<file path="src/rtl/alu_seq_core.sv">
// -----------------------------------------------------------------------------
// alu_seq_core
//
// Purpose:
//    This is the operand-consuming end of the ALU stimulus interface. In IDLE,
//    an Enable strobe captures two operands and an opcode. The core then runs
//    the operation and returns a registered result with a carry/borrow/overflow
//    flag.
//    - Logic ops, PASS, NOT, ADD, SUB and unused opcodes finish in one cycle.
//    - Shifts move one bit per cycle.
//    - MUL is a 16-step unsigned shift-and-add.
//    - Done pulses for one cycle when Results/CF update.
//    - Busy is high while an accepted operation is in flight.
//
// Ports:
//    CLK      in   1      single clock, rising edge
//    RST      in   1      synchronous active-low reset
//    Enable   in   1      operation request, sampled only in IDLE
//    Data_A   in   WIDTH  operand A
//    Data_B   in   WIDTH  operand B (B[3:0] is the shift count for shifts)
//    Opcode   in   4      operation select
//    Results  out  WIDTH  registered result, held until the next completion
//    CF       out  1      registered carry / borrow / overflow flag
//    Done     out  1      one-cycle completion pulse
//    Busy     out  1      operation in flight
//
// WIDTH is a parameter for readability only; the only supported value is 16.
// -----------------------------------------------------------------------------
module alu_seq_core #(
   parameter int WIDTH = 16
) (
   input  logic             CLK,
   input  logic             RST,
   input  logic             Enable,
   input  logic [WIDTH-1:0] Data_A,
   input  logic [WIDTH-1:0] Data_B,
   input  logic [3:0]       Opcode,
   output logic [WIDTH-1:0] Results,
   output logic             CF,
   output logic             Done,
   output logic             Busy
);

   // Shift counts and the MUL iteration counter both fit in log2(WIDTH) bits.
   localparam int                CNT_W    = $clog2(WIDTH);
   localparam logic [CNT_W-1:0]  CNT_ONE  = CNT_W'(1);
   localparam logic [CNT_W-1:0]  MUL_LAST = CNT_W'(WIDTH - 1);

   typedef enum logic [1:0] {
      S_IDLE,
      S_EXEC,
      S_ITER
   } state_e;

   // Encodings 4'hA..4'hF are not listed. They fall through to the
   // default case, which gives a zero result and a zero flag.
   typedef enum logic [3:0] {
      OP_PASS = 4'h0,
      OP_ADD  = 4'h1,
      OP_AND  = 4'h2,
      OP_OR   = 4'h3,
      OP_XOR  = 4'h4,
      OP_SUB  = 4'h5,
      OP_NOT  = 4'h6,
      OP_SHL  = 4'h7,
      OP_SHR  = 4'h8,
      OP_MUL  = 4'h9
   } op_e;

   // ---------------------------------------------------------------------------
   // State
   // ---------------------------------------------------------------------------
   state_e               state_q;

   // Operands and opcode latched at acceptance. Later input changes are not
   // seen by the operation.
   logic [WIDTH-1:0]     a_q;
   logic [WIDTH-1:0]     b_q;
   logic [3:0]           op_q;

   // Iterative datapath.
   logic [WIDTH-1:0]     sh_q;        // shift operand, moved one bit per cycle
   logic [2*WIDTH-1:0]   mcand_q;     // multiplicand, doubles every step
   logic [WIDTH-1:0]     mplier_q;    // multiplier, LSB selects the next add
   logic [2*WIDTH-1:0]   prod_q;      // partial product
   logic [CNT_W-1:0]     cnt_q;       // shift steps left, or MUL steps left - 1

   // Registered outputs.
   logic [WIDTH-1:0]     res_q;
   logic                 cf_q;
   logic                 done_q;
   logic                 busy_q;

   // ---------------------------------------------------------------------------
   // Next-value logic
   // ---------------------------------------------------------------------------
   logic [WIDTH:0]       sum_d;
   logic [WIDTH:0]       diff_d;
   logic [WIDTH-1:0]     exec_res_d;
   logic                 exec_cf_d;

   logic                 sh_left_d;
   logic [WIDTH-1:0]     sh_nx_d;
   logic                 sh_out_d;
   logic [2*WIDTH-1:0]   prod_d;

   logic                 iter_done_d;
   logic [WIDTH-1:0]     iter_res_d;
   logic                 iter_cf_d;

   logic                 accept_iter_d;

   // Single-cycle results, computed from the latched operands.
   always_comb begin
      // NOTE: every output of this block gets a default before the case so no
      // path leaves a signal unassigned, which would infer a latch.
      exec_res_d = '0;
      exec_cf_d  = 1'b0;

      sum_d  = {1'b0, a_q} + {1'b0, b_q};
      // A 17-bit subtract wraps when A < B. The MSB is then the unsigned borrow.
      diff_d = {1'b0, a_q} - {1'b0, b_q};

      case (op_q)
         OP_PASS: exec_res_d = a_q;
         OP_ADD: begin
            exec_res_d = sum_d[WIDTH-1:0];
            exec_cf_d  = sum_d[WIDTH];
         end
         OP_AND:  exec_res_d = a_q & b_q;
         OP_OR:   exec_res_d = a_q | b_q;
         OP_XOR:  exec_res_d = a_q ^ b_q;
         OP_SUB: begin
            exec_res_d = diff_d[WIDTH-1:0];
            exec_cf_d  = diff_d[WIDTH];
         end
         OP_NOT:  exec_res_d = ~a_q;
         default: begin
            exec_res_d = '0;
            exec_cf_d  = 1'b0;
         end
      endcase
   end

   // Iterative step and completion detection.
   always_comb begin
      sh_left_d = (op_q == OP_SHL);

      if (sh_left_d) begin
         sh_nx_d  = {sh_q[WIDTH-2:0], 1'b0};
         sh_out_d = sh_q[WIDTH-1];
      end else begin
         sh_nx_d  = {1'b0, sh_q[WIDTH-1:1]};
         sh_out_d = sh_q[0];
      end

      prod_d = prod_q + (mplier_q[0] ? mcand_q : '0);

      iter_done_d = 1'b0;
      iter_res_d  = '0;
      iter_cf_d   = 1'b0;

      if (op_q == OP_MUL) begin
         // The counter starts at WIDTH-1, so the step taken at count 0 is the
         // WIDTH-th and final add.
         iter_done_d = (cnt_q == '0);
         iter_res_d  = prod_d[WIDTH-1:0];
         iter_cf_d   = |prod_d[2*WIDTH-1:WIDTH];
      end else if (cnt_q == '0) begin
         // A zero-count shift still takes one cycle. It returns A unchanged
         // with no carry.
         iter_done_d = 1'b1;
         iter_res_d  = sh_q;
         iter_cf_d   = 1'b0;
      end else if (cnt_q == CNT_ONE) begin
         // Last shift step. CF is the bit shifted out on this step.
         iter_done_d = 1'b1;
         iter_res_d  = sh_nx_d;
         iter_cf_d   = sh_out_d;
      end
   end

   assign accept_iter_d = (Opcode == OP_SHL) || (Opcode == OP_SHR) ||
                          (Opcode == OP_MUL);

   // ---------------------------------------------------------------------------
   // Controller and registers
   // ---------------------------------------------------------------------------
   always_ff @(posedge CLK) begin
      if (!RST) begin
         // NOTE: all state is written with non-blocking assignments. Every
         // register then samples values from before the edge, whatever the
         // statement order.
         state_q  <= S_IDLE;
         a_q      <= '0;
         b_q      <= '0;
         op_q     <= '0;
         sh_q     <= '0;
         mcand_q  <= '0;
         mplier_q <= '0;
         prod_q   <= '0;
         cnt_q    <= '0;
         res_q    <= '0;
         cf_q     <= 1'b0;
         done_q   <= 1'b0;
         busy_q   <= 1'b0;
      end else begin
         // Done is a one-cycle pulse. It is set only in the completing branches.
         done_q <= 1'b0;

         case (state_q)
            S_IDLE: begin
               if (Enable) begin
                  a_q      <= Data_A;
                  b_q      <= Data_B;
                  op_q     <= Opcode;
                  sh_q     <= Data_A;
                  mcand_q  <= {{WIDTH{1'b0}}, Data_A};
                  mplier_q <= Data_B;
                  prod_q   <= '0;
                  busy_q   <= 1'b1;
                  if (accept_iter_d) begin
                     state_q <= S_ITER;
                     cnt_q   <= (Opcode == OP_MUL) ? MUL_LAST
                                                   : Data_B[CNT_W-1:0];
                  end else begin
                     state_q <= S_EXEC;
                  end
               end
            end

            S_EXEC: begin
               res_q   <= exec_res_d;
               cf_q    <= exec_cf_d;
               done_q  <= 1'b1;
               busy_q  <= 1'b0;
               state_q <= S_IDLE;
            end

            S_ITER: begin
               if (iter_done_d) begin
                  res_q   <= iter_res_d;
                  cf_q    <= iter_cf_d;
                  done_q  <= 1'b1;
                  busy_q  <= 1'b0;
                  state_q <= S_IDLE;
               end else begin
                  // Both iterative datapaths advance every cycle. Only the one
                  // selected by the latched opcode feeds the result.
                  cnt_q    <= cnt_q - CNT_ONE;
                  sh_q     <= sh_nx_d;
                  prod_q   <= prod_d;
                  mcand_q  <= mcand_q << 1;
                  mplier_q <= mplier_q >> 1;
               end
            end

            default: begin
               state_q <= S_IDLE;
               busy_q  <= 1'b0;
            end
         endcase
      end
   end

   assign Results = res_q;
   assign CF      = cf_q;
   assign Done    = done_q;
   assign Busy    = busy_q;

endmodule

</file>
<file path="config.mk">
export PLATFORM = sky130hd
export DESIGN_NAME = alu_seq_core
export DESIGN_NICKNAME = d
export VERILOG_FILES = /design/src/rtl/alu_seq_core.sv
export SDC_FILE = /design/constraint.sdc
export NUM_CORES = 1
export LEC_CHECK = 0
export ABC_AREA = 1
export CAP_MARGIN = 30
export CORE_ASPECT_RATIO = 1.2
export CORE_MARGIN = 10
export CORE_UTILIZATION = 30
export DETAILED_ROUTE_END_ITERATION = 12
export GPL_ROUTABILITY_DRIVEN = 0
export HOLD_SLACK_MARGIN = 0.12
export PLACE_DENSITY = 0.46
export SLEW_MARGIN = 30
export SYNTH_ARGS = -nofsm -noshare
export SYNTH_HDL_FRONTEND = slang
export SYNTH_SLANG_ARGS = --single-unit
</file>
<file path="constraint.sdc">
create_clock -name CLK -period 4.3 [get_ports CLK]
set_clock_uncertainty 0.05 [all_clocks]
set_input_delay 0.43 -clock CLK [delete_from_list [all_inputs] [get_ports CLK]]
set_output_delay 0.43 -clock CLK [all_outputs]
set_load 0.02 [all_outputs]
</file>
==> results of run 1 <==
## synth_stat cells (2+ instances only)
cell type	number	area, sq um
a21oi_1	183	916
or2_2	9	56.3
a221oi_1	12	105
o31ai_1	2	15.0
o21bai_1	5	37.5
clkbuf_1	66	248
ha_1	84	1050
inv_1	273	1020
buf_2	14	70.1
nor4_1	3	18.8
o22ai_1	9	56.3
dfxtp_1	157	3140
o21ai_0	143	716
a31oi_1	34	213
a221oi_2	14	210
a21oi_4	2	32.5
o21ai_1	2	10.0
o221ai_1	7	61.3
nor2_1	94	353
inv_2	4	15.0
fa_1	3	60.1
nand2_1	570	2140
o211ai_1	27	203
nand3_1	68	340
o21a_1	2	15.0
nand4_1	14	87.6
buf_6	2	22.5
xor2_1	19	166
a41oi_1	2	17.5
a211oi_1	5	37.5
clkbuf_2	2	10.0
o2111ai_1	2	17.5
clkinv_1	2	7.51
nor3_1	17	85.1
## stage by stage
stage	std cells	cell area [sq um]
2_1_floorplan	1868	11700
3_3_place_gp	2382	12700
3_5_place_dp	2382	12700
4_1_cts	2414	13300
5_1_grt	2414	13300
6_report	2414	13300
## final timing paths
check | to | startpoint
max reg2reg | CF | mplier_q[0]
min | Done | RST
max | CF | mplier_q[0]
min reg2reg | mcand_q[4] | mcand_q[3]
## registers in the layout (all words and copies together), names as in the netlist
signal / cells
mcand_q: 32
prod_q: 32
op_q: 4
cnt_q: 4
a_q: 16
state_q: 2
CF: 1
Results: 16
mplier_q: 16
Busy: 1
sh_q: 16
b_q: 16
Done: 1
## area by class of cell
cell class              instances  area share
repair buffers                 73      0.0525
inverters                     280      0.0793
clock inverters                14      0.0108
well taps                     526      0.0495
flip-flops and latches        157       0.236
clock buffers                  18      0.0330
multi-input cells            1346       0.538
## cells by family after synthesis
logic type,after synthesis,synth area share
adders and majority gates,87,0.0950
xor gates and xnor gates,20,0.0150
and+or+nand+nor,783,0.269
buffers and inverters,365,0.121
AOI/OAI and AO/OA,456,0.231
DFF,157,0.269
## metal layers
layer / vias to the layer above / track usage
met1: 5579 / 0.202
met4: 0 / 0.0764
li1: 6104 / -
met3: 58 / 0.0278
met5: - / 0
met2: 246 / 0.325
## power breakdown
part	leakage (nW)	total (mW)	switching [mW]	internal (mW)
clock network	0.293	1.57	0.739	0.835
logic	4.52	1.10	0.743	0.354
registers	1.29	1.66	0.0907	1.57
total	6.10	4.33	1.57	2.76
## worst max-delay path: stages (launching register included)
cell and delay, ns:
dfxtp_1 0.30, buf_4 0.25, nand2_1 0.10, inv_1 0.04, ha_1 0.22, fa_1 0.48
nand3_1 0.11, nand3_1 0.16, nand3_1 0.13, nand3b_1 0.16, nand2_1 0.12, nand2_1 0.05
nand2_1 0.05, nand2_1 0.11, nor2_1 0.12, nand2_1 0.07, nor2_1 0.10, nand2_1 0.09
nand2_1 0.07, nand2_1 0.04, nand2_1 0.06, a21oi_1 0.05
==> results.yml, run 1 <==
power:
  total_power_mw: 4.33
  ir_drop_uv: 312
  cellLeakagePower_nw: 6.10
  power_density_nw_per_um2: 326
routing:
  ant_nets: 0
  wl_met1_mm: 18.1
  route.detailed.drc: 0
  wl_met2_mm: 21.6
  first_pass_iters: 5
  via_per_inst: 4.97
  top_layer: "met4"
  wl_met3_mm: 1.35
  drt_wl_total_mm: 42.5
  vias: 12000
  post_drt_wl_per_cell_um: 17.6
  drt-initial-drc-count: 766
min_path:
  min_path_cells: 3
  hold_class: "primary input to flip-flop"
timing:
  tns_ns: 0
  setup_slack_ns: 1.24
  worst-slew-pin-transition_ns: 0.931
  drv_slew: 0
  rsz0062_at_grt: "false"
  finalCritPeriodShare: 0.712
  finalCriticalPeriod_ns: 3.06
  hold_viol_final: 0
  whs_ns: 0.331
  max_clock_freq_ghz: 0.326
  relSlewSlack: 0.372
  setup_viol: 0
setup_path:
  worstPathRequired_ns: 4.59
  cp_max_fo: 33
  end_kind: "flip-flop"
  rrSetupSlack_ns: 1.24
  startpoint_type: "flip-flop"
  critical_path_arrival_ns: 3.36
  crit_type: "flip-flop to flip-flop"
  ff2ff_path_depth: 21
finish:
  fillers: 4325
  area_growth_pct: 13.7
  seq_area_sq_um: 3140
  postLayoutCoreUtil: 0.344
  final_common_cell: "nand2_1"
  final_layout_size_suffix_gt1_frac: 0.0477
  layout_common_cells: "nand2_1 (568), inv_1 (272), a21oi_1 (183)"
  diodes: 0
  multiInputGateArea_sq_um: 7150
  fin_nets: 2001
global_routing:
  antenna_found_initial: 0
  grt_use_total: 0.178
  grt_max_degree: 64
  first_global_vias: 12000
  grt_first_pass_wirelength_mm: 67.6
  globalRouteOverflowTotal: 0
clock_tree:
  postCtsSetupBuffers: 0
  clk_pin_slew_ns: 0.07
  holdBufCountCts: 0
  cts_buffers: 17
  htreeDepth: 4
  post_cts_resized: 0
  cts_tree: "done"
  clk_latency_ns: 0.48
  cts.sinks: 157
  clockBufferDepth: 2
  cts-root-buf: "clkbuf_16"
yosys:
  synth_cell_types: 50
  synthCells: 1868
  synth-async-reset-ratio: 0
  synth-seq-cells: 157
  syn_avg_cell_area_sq_um: 6.26
  ys_seq_area_frac: 0.269
  synth_nets: 1994
  synth_area_sq_um: 11700
  synth_flop_cell: "dfxtp_1"
  synth_edf_count: 0
  ys_warn_count: 0
outcome:
  status: "completed"
die:
  fp.dieW_um: 200
  boundaryPins: 58
  rows: 79
  core_sq_um: 38600
  dieHeight_um: 236
  design.die.area_sq_um: 47300
  initial_core_util: 0.302
placed_design:
  place_ws_ns: 1.16
  io_buffers: 57
  place_hpwl_mm: 32.8
flow_run:
  drv_cap: 0
(Power assumes the default switching activity.)
==> run 2: changes to the inputs <==
==> constraint.sdc (replaced) <==
create_clock -name CLK -period 3.2 [get_ports CLK]
set_clock_uncertainty 0.05 [all_clocks]
set_input_delay 0.32 -clock CLK [delete_from_list [all_inputs] [get_ports CLK]]
set_output_delay 0.32 -clock CLK [all_outputs]
set_load 0.02 [all_outputs]
==> results.yml, run 2 (synthesis results as in run 1) <==
timing:
  relSlewSlack: 0.405
  tns_ns: 0
  drv_slew: 0
  finalCriticalPeriod_ns: 2.88
  worst-slew-pin-transition_ns: 0.892
  setup_viol: 0
  hold_viol_final: 0
  max_clock_freq_ghz: 0.347
  finalCritPeriodShare: 0.900
  rsz0062_at_grt: "false"
outcome:
  status: "completed"
flow_run:
  drv_cap: 0
finish:
  postLayoutCoreUtil: 0.348
  fin_nets: 2015
  layout_common_cells: "nand2_1 (569), inv_1 (272), a21oi_1 (183)"
  diodes: 0
  reg_top3: "mcand_q: 32 flops, prod_q: 32 flops"
  final_common_cell: "nand2_1"
  area_growth_pct: 15.0
  final_layout_size_suffix_gt1_frac: 0.0547
die:
  rows: 79
  core_sq_um: 38600
  fp.dieW_um: 200
  dieHeight_um: 236
  initial_core_util: 0.302
  boundaryPins: 58
  design.die.area_sq_um: 47300
placed_design:
  io_buffers: 57
  place_hpwl_mm: 32.5
setup_path:
  max_stage_delay_ns: 0.40
  startpoint_type: "flip-flop"
  worst_path_most_repeated_cell: "nand2_1"
  cp_max_fo: 33
  rrSetupSlack_ns: 0.32
  critical_path_arrival_ns: 3.13
  crit_slowest_cell: "ha_1"
  end_kind: "flip-flop"
  r2r_end: "CF"
  crit_end: "CF"
  reg2reg_from: "mplier_q[0]"
  crit_start: "mplier_q[0]"
  ff2ff_path_depth: 20
  worstPathRequired_ns: 3.45
  crit_chain: "buf_12, nand2_1, inv_1, ha_1, nand2_1, nor2_1, inv_1, nor3_1, and2_1, nand2_1, nand3_1, nand2_1, nor2_1, nand2_1, nor2_1, nand2_1, nand2_1, nand2_1, nand2_1, a21oi_1"
  crit_type: "flip-flop to flip-flop"
routing:
  vias: 11900
  drt_wl_total_mm: 42.2
  route.detailed.drc: 0
  via_per_inst: 4.92
  ant_nets: 0
  post_drt_wl_per_cell_um: 17.4
  drt-initial-drc-count: 719
  first_pass_iters: 5
global_routing:
  grt_use_total: 0.174
  globalRouteOverflowTotal: 0
  first_global_vias: 11900
  grt_first_pass_wirelength_mm: 66.0
  grt_max_degree: 79
  antenna_found_initial: 0
clock_tree:
  clockBufferDepth: 2
  cts.sinks: 157
  cts-root-buf: "clkbuf_16"
  clk_latency_ns: 0.46
  htreeDepth: 4
  cts_tree: "done"
  cts_buffers: 17
  holdBufCountCts: 0
  clk_pin_slew_ns: 0.07
power:
  total_power_mw: 5.88
  seqPwrFrac: 0.379
  ir_drop_uv: 426
  p_sw_mw: 2.05
  swShare: 0.350
  power_density_nw_per_um2: 437
  cellLeakagePower_nw: 6.18
  clockPowerShare: 0.367
  internal_power_mw: 3.82
  power_frac_comb: 0.254
min_path:
  hp-start: "RST"
  hold_class: "primary input to flip-flop"
  min_path_cells: 3
## run 2: per-stage QoR
stage / setup slack [ns] / hold WS, ns / cells / instance area [sq um]
finish: 0.321 / 0.362 / 2427 / 13400
global route: 0.0126 / 0.382 / 2427 / 13400
CTS: 0.298 / 0.348 / 2427 / 13400
detailed placement: 0.305 / 0.407 / 2396 / 12800
global placement: 0.272 / 0.403 / 2396 / 12800
floorplan: 0.622 / 0.391 / 1868 / 11700
## run 2: final cells by class
class,instances,area (sq um)
fillers,4269,25200
repair buffers,87,828
clock buffers,20,467
inverters,280,1060
multi-input cells,1346,7160
well taps,526,658
flip-flops and latches,157,3140
clock inverters,11,134
## run 2: power groups by stage
stage | registers, mW | logic, mW | clock network, mW
final | 2.23 | 1.49 | 2.15
after floorplan | 2.26 | 0.973 | 0
after global placement | 2.27 | 1.49 | 0
after detailed placement | 2.27 | 1.48 | 0
after CTS | 2.23 | 1.49 | 2.23
after global routing | 2.25 | 1.66 | 2.28
## run 2: critical path, delay by kind of cell (launching register included)
kind / cells / cell delay (ns)
compound gates: 1 / 0.06
simple gates: 15 / 1.55
fa+ha+maj: 1 / 0.40
buf+inv: 3 / 0.32
flops: 1 / 0.32
## run 2: routing by layer
layer | up-vias | wire length (um) | part of all wire | global-route usage
met3 | 67 | 1200 | 0.028 | 0.0219
met4 | 0 | 1490 | 0.035 | 0.0785
met1 | 5506 | 17900 | 0.42 | 0.195
li1 | 6127 | - | - | -
met2 | 248 | 21600 | 0.51 | 0.322
met5 | - | 0 | 0 | 0
## run 2: timing repair
item	CTS	global route
gates resized for setup	0	2
setup buffers	0	0
hold endpoints to repair	0	0
setup endpoints to repair	0	1
## run 2: worst min path at each step
stage             endpoint  slack [ns]
5_1_grt               Done        0.38
3_3_place_gp    prod_q[15]        0.40
6_report              Done        0.36
3_5_place_dp   mcand_q[31]        0.41
2_1_floorplan  mcand_q[31]        0.39
4_1_cts               Done        0.35
==> run 3: changes to the inputs <==
--- a/config.mk
+++ b/config.mk
@@ -9,11 +9,12 @@
 export CAP_MARGIN = 30
 export CORE_ASPECT_RATIO = 1.2
 export CORE_MARGIN = 10
-export CORE_UTILIZATION = 30
+export CORE_UTILIZATION = 40
+export CTS_BUF_LIST = sky130_fd_sc_hd__clkbuf_16
 export DETAILED_ROUTE_END_ITERATION = 12
 export GPL_ROUTABILITY_DRIVEN = 0
 export HOLD_SLACK_MARGIN = 0.12
-export PLACE_DENSITY = 0.46
+export PLACE_DENSITY = 0.57
 export SLEW_MARGIN = 30
 export SYNTH_ARGS = -nofsm -noshare
 export SYNTH_HDL_FRONTEND = slang
==> results.yml, run 3 (synthesis results as in run 1) <==
setup_path:
  rrSetupSlack_ns: 0.28
  reg2reg_from: "mplier_q[0]"
  startpoint_type: "flip-flop"
  r2r_end: "CF"
  end_kind: "flip-flop"
  ff2ff_path_depth: 24
  crit_cells: 24
  crit_chain: "buf_4, nand2_1, inv_1, ha_1, nand2_1, inv_1, nand2_1, nand2_1, inv_1, nand2_1, inv_1, nand2_1, nand2_1, nand2_1, nand2_1, nand2_1, nor2_1, nand2_1, nor2_1, nand2_1, nand2_1, nand2_1, nand2_1, a21oi_1"
  crit_slowest_cell: "dfxtp_1"
  crit_type: "flip-flop to flip-flop"
  critPathTopFamily: "simple AND/OR/NAND/NOR gates"
  cp_max_fo: 15
  worstPathRequired_ns: 3.45
  critical_path_arrival_ns: 3.17
  crit_end: "CF"
  crit_start: "mplier_q[0]"
  cp_num_buf_inv: 5
  max_stage_delay_ns: 0.35
  worst_path_most_repeated_cell: "nand2_1"
timing:
  max_clock_freq_ghz: 0.343
  worst-slew-pin-transition_ns: 0.919
  setup_viol: 0
  relSlewSlack: 0.381
  tns_ns: 0
  drv_slew: 0
  rsz0062_at_grt: "false"
  finalCriticalPeriod_ns: 2.92
  whs_ns: 0.396
  finalCritPeriodShare: 0.912
  hold_viol_final: 0
global_routing:
  grt_first_pass_wirelength_mm: 61.6
  first_global_vias: 11500
  grt_max_degree: 57
  grt_use_total: 0.211
  globalRouteOverflowTotal: 0
  antenna_found_initial: 0
min_path:
  min_path_cells: 3
  hold_class: "primary input to flip-flop"
power:
  power_frac_comb: 0.256
  internal_power_mw: 3.75
  total_power_mw: 5.76
  swShare: 0.349
  p_sw_mw: 2.01
  power_density_nw_per_um2: 437
  ir_drop_uv: 306
  cellLeakagePower_nw: 6.17
  clockPowerShare: 0.357
  seqPwrFrac: 0.387
finish:
  layout_common_cells: "nand2_1 (568), inv_1 (274), a21oi_1 (183)"
  postLayoutCoreUtil: 0.459
  seq_area_sq_um: 3140
  diodes: 0
  fin_nets: 2014
  stdcell_count: 2286
  reg_top3: "mcand_q: 32 flops, prod_q: 32 flops"
  final_layout_size_suffix_gt1_frac: 0.0526
  multiInputGateArea_sq_um: 7160
  area_growth_pct: 13.0
  fillers: 3102
  final_common_cell: "nand2_1"
routing:
  route.detailed.drc: 0
  ant_nets: 0
  first_pass_iters: 5
  vias: 12100
  drt-initial-drc-count: 882
  via_per_inst: 5.31
  post_drt_wl_per_cell_um: 17.3
  drt_wl_total_mm: 39.6
clock_tree:
  cts-root-buf: "clkbuf_16"
  cts_buffers: 17
  htreeDepth: 4
  clk_pin_slew_ns: 0.07
  cts.sinks: 157
  clk_latency_ns: 0.45
  clockBufferDepth: 2
  cts_tree: "done"
die:
  boundaryPins: 58
  dieHeight_um: 207
  core_sq_um: 28800
  fp.dieW_um: 176
  rows: 68
  design.die.area_sq_um: 36500
  initial_core_util: 0.407
outcome:
  status: "completed"
placed_design:
  dp.cells: 2254
  io_buffers: 57
  place_hpwl_mm: 30.3
flow_run:
  drv_cap: 0
run 3: tightest hold or removal path, cell delays in order:
cell	delay [ns]
buf_2	0.10
inv_2	0.23
a21oi_1	0.20
run 3: timing repair:
item / in CTS / in global routing
setup endpoints to repair: 0 / 1
setup buffers: 0 / 0
endpoints found under the hold margin: 0 / 0
gates resized for setup: 0 / 2
hold buffers: 0 / 0
run 3: area by class of cell:
| class | instances | area share |
|---|---|---|
| clock buffer | 17 | 0.0322 |
| clock inverter | 15 | 0.0111 |
| inverter | 280 | 0.0798 |
| multi-input combinational | 1346 | 0.542 |
| sequential | 157 | 0.238 |
| tap | 385 | 0.0365 |
| timing repair buffer | 86 | 0.0603 |
run 3: worst min path at each step:
| stage | start | endpoint | slack [ns] |
|---|---|---|---|
| global route | RST | prod_q[8] | 0.43 |
| detailed placement | prod_q[13] | prod_q[13] | 0.41 |
| global placement | mplier_q[12] | mplier_q[11] | 0.40 |
| CTS | RST | prod_q[16] | 0.39 |
| floorplan | mcand_q[31] | mcand_q[31] | 0.39 |
| finish | RST | mplier_q[15] | 0.40 |
run 3: stage by stage:
| step | instance area (sq um) | worst slack, ns |
|---|---|---|
| finish | 13200 | 0.282 |
| global route | 13200 | 0.0128 |
| CTS | 13200 | 0.271 |
| detailed placement | 12600 | 0.298 |
| global placement | 12600 | 0.298 |
| floorplan | 11700 | 0.622 |
run 3: routing by layer:
layer,part of all wire,vias up,global-route usage
li1,-,6123,-
met1,0.40,5633,0.230
met2,0.52,302,0.386
met3,0.031,90,0.0269
met4,0.047,0,0.109
met5,0,-,0
run 3: power by group through the flow:
stage / logic (mW) / clock network, mW / registers (mW)
4_1_cts: 1.46 / 2.10 / 2.23
3_5_place_dp: 1.45 / 0 / 2.27
6_report: 1.48 / 2.06 / 2.23
2_1_floorplan: 0.973 / 0 / 2.26
3_3_place_gp: 1.44 / 0 / 2.27
5_1_grt: 1.62 / 2.16 / 2.25
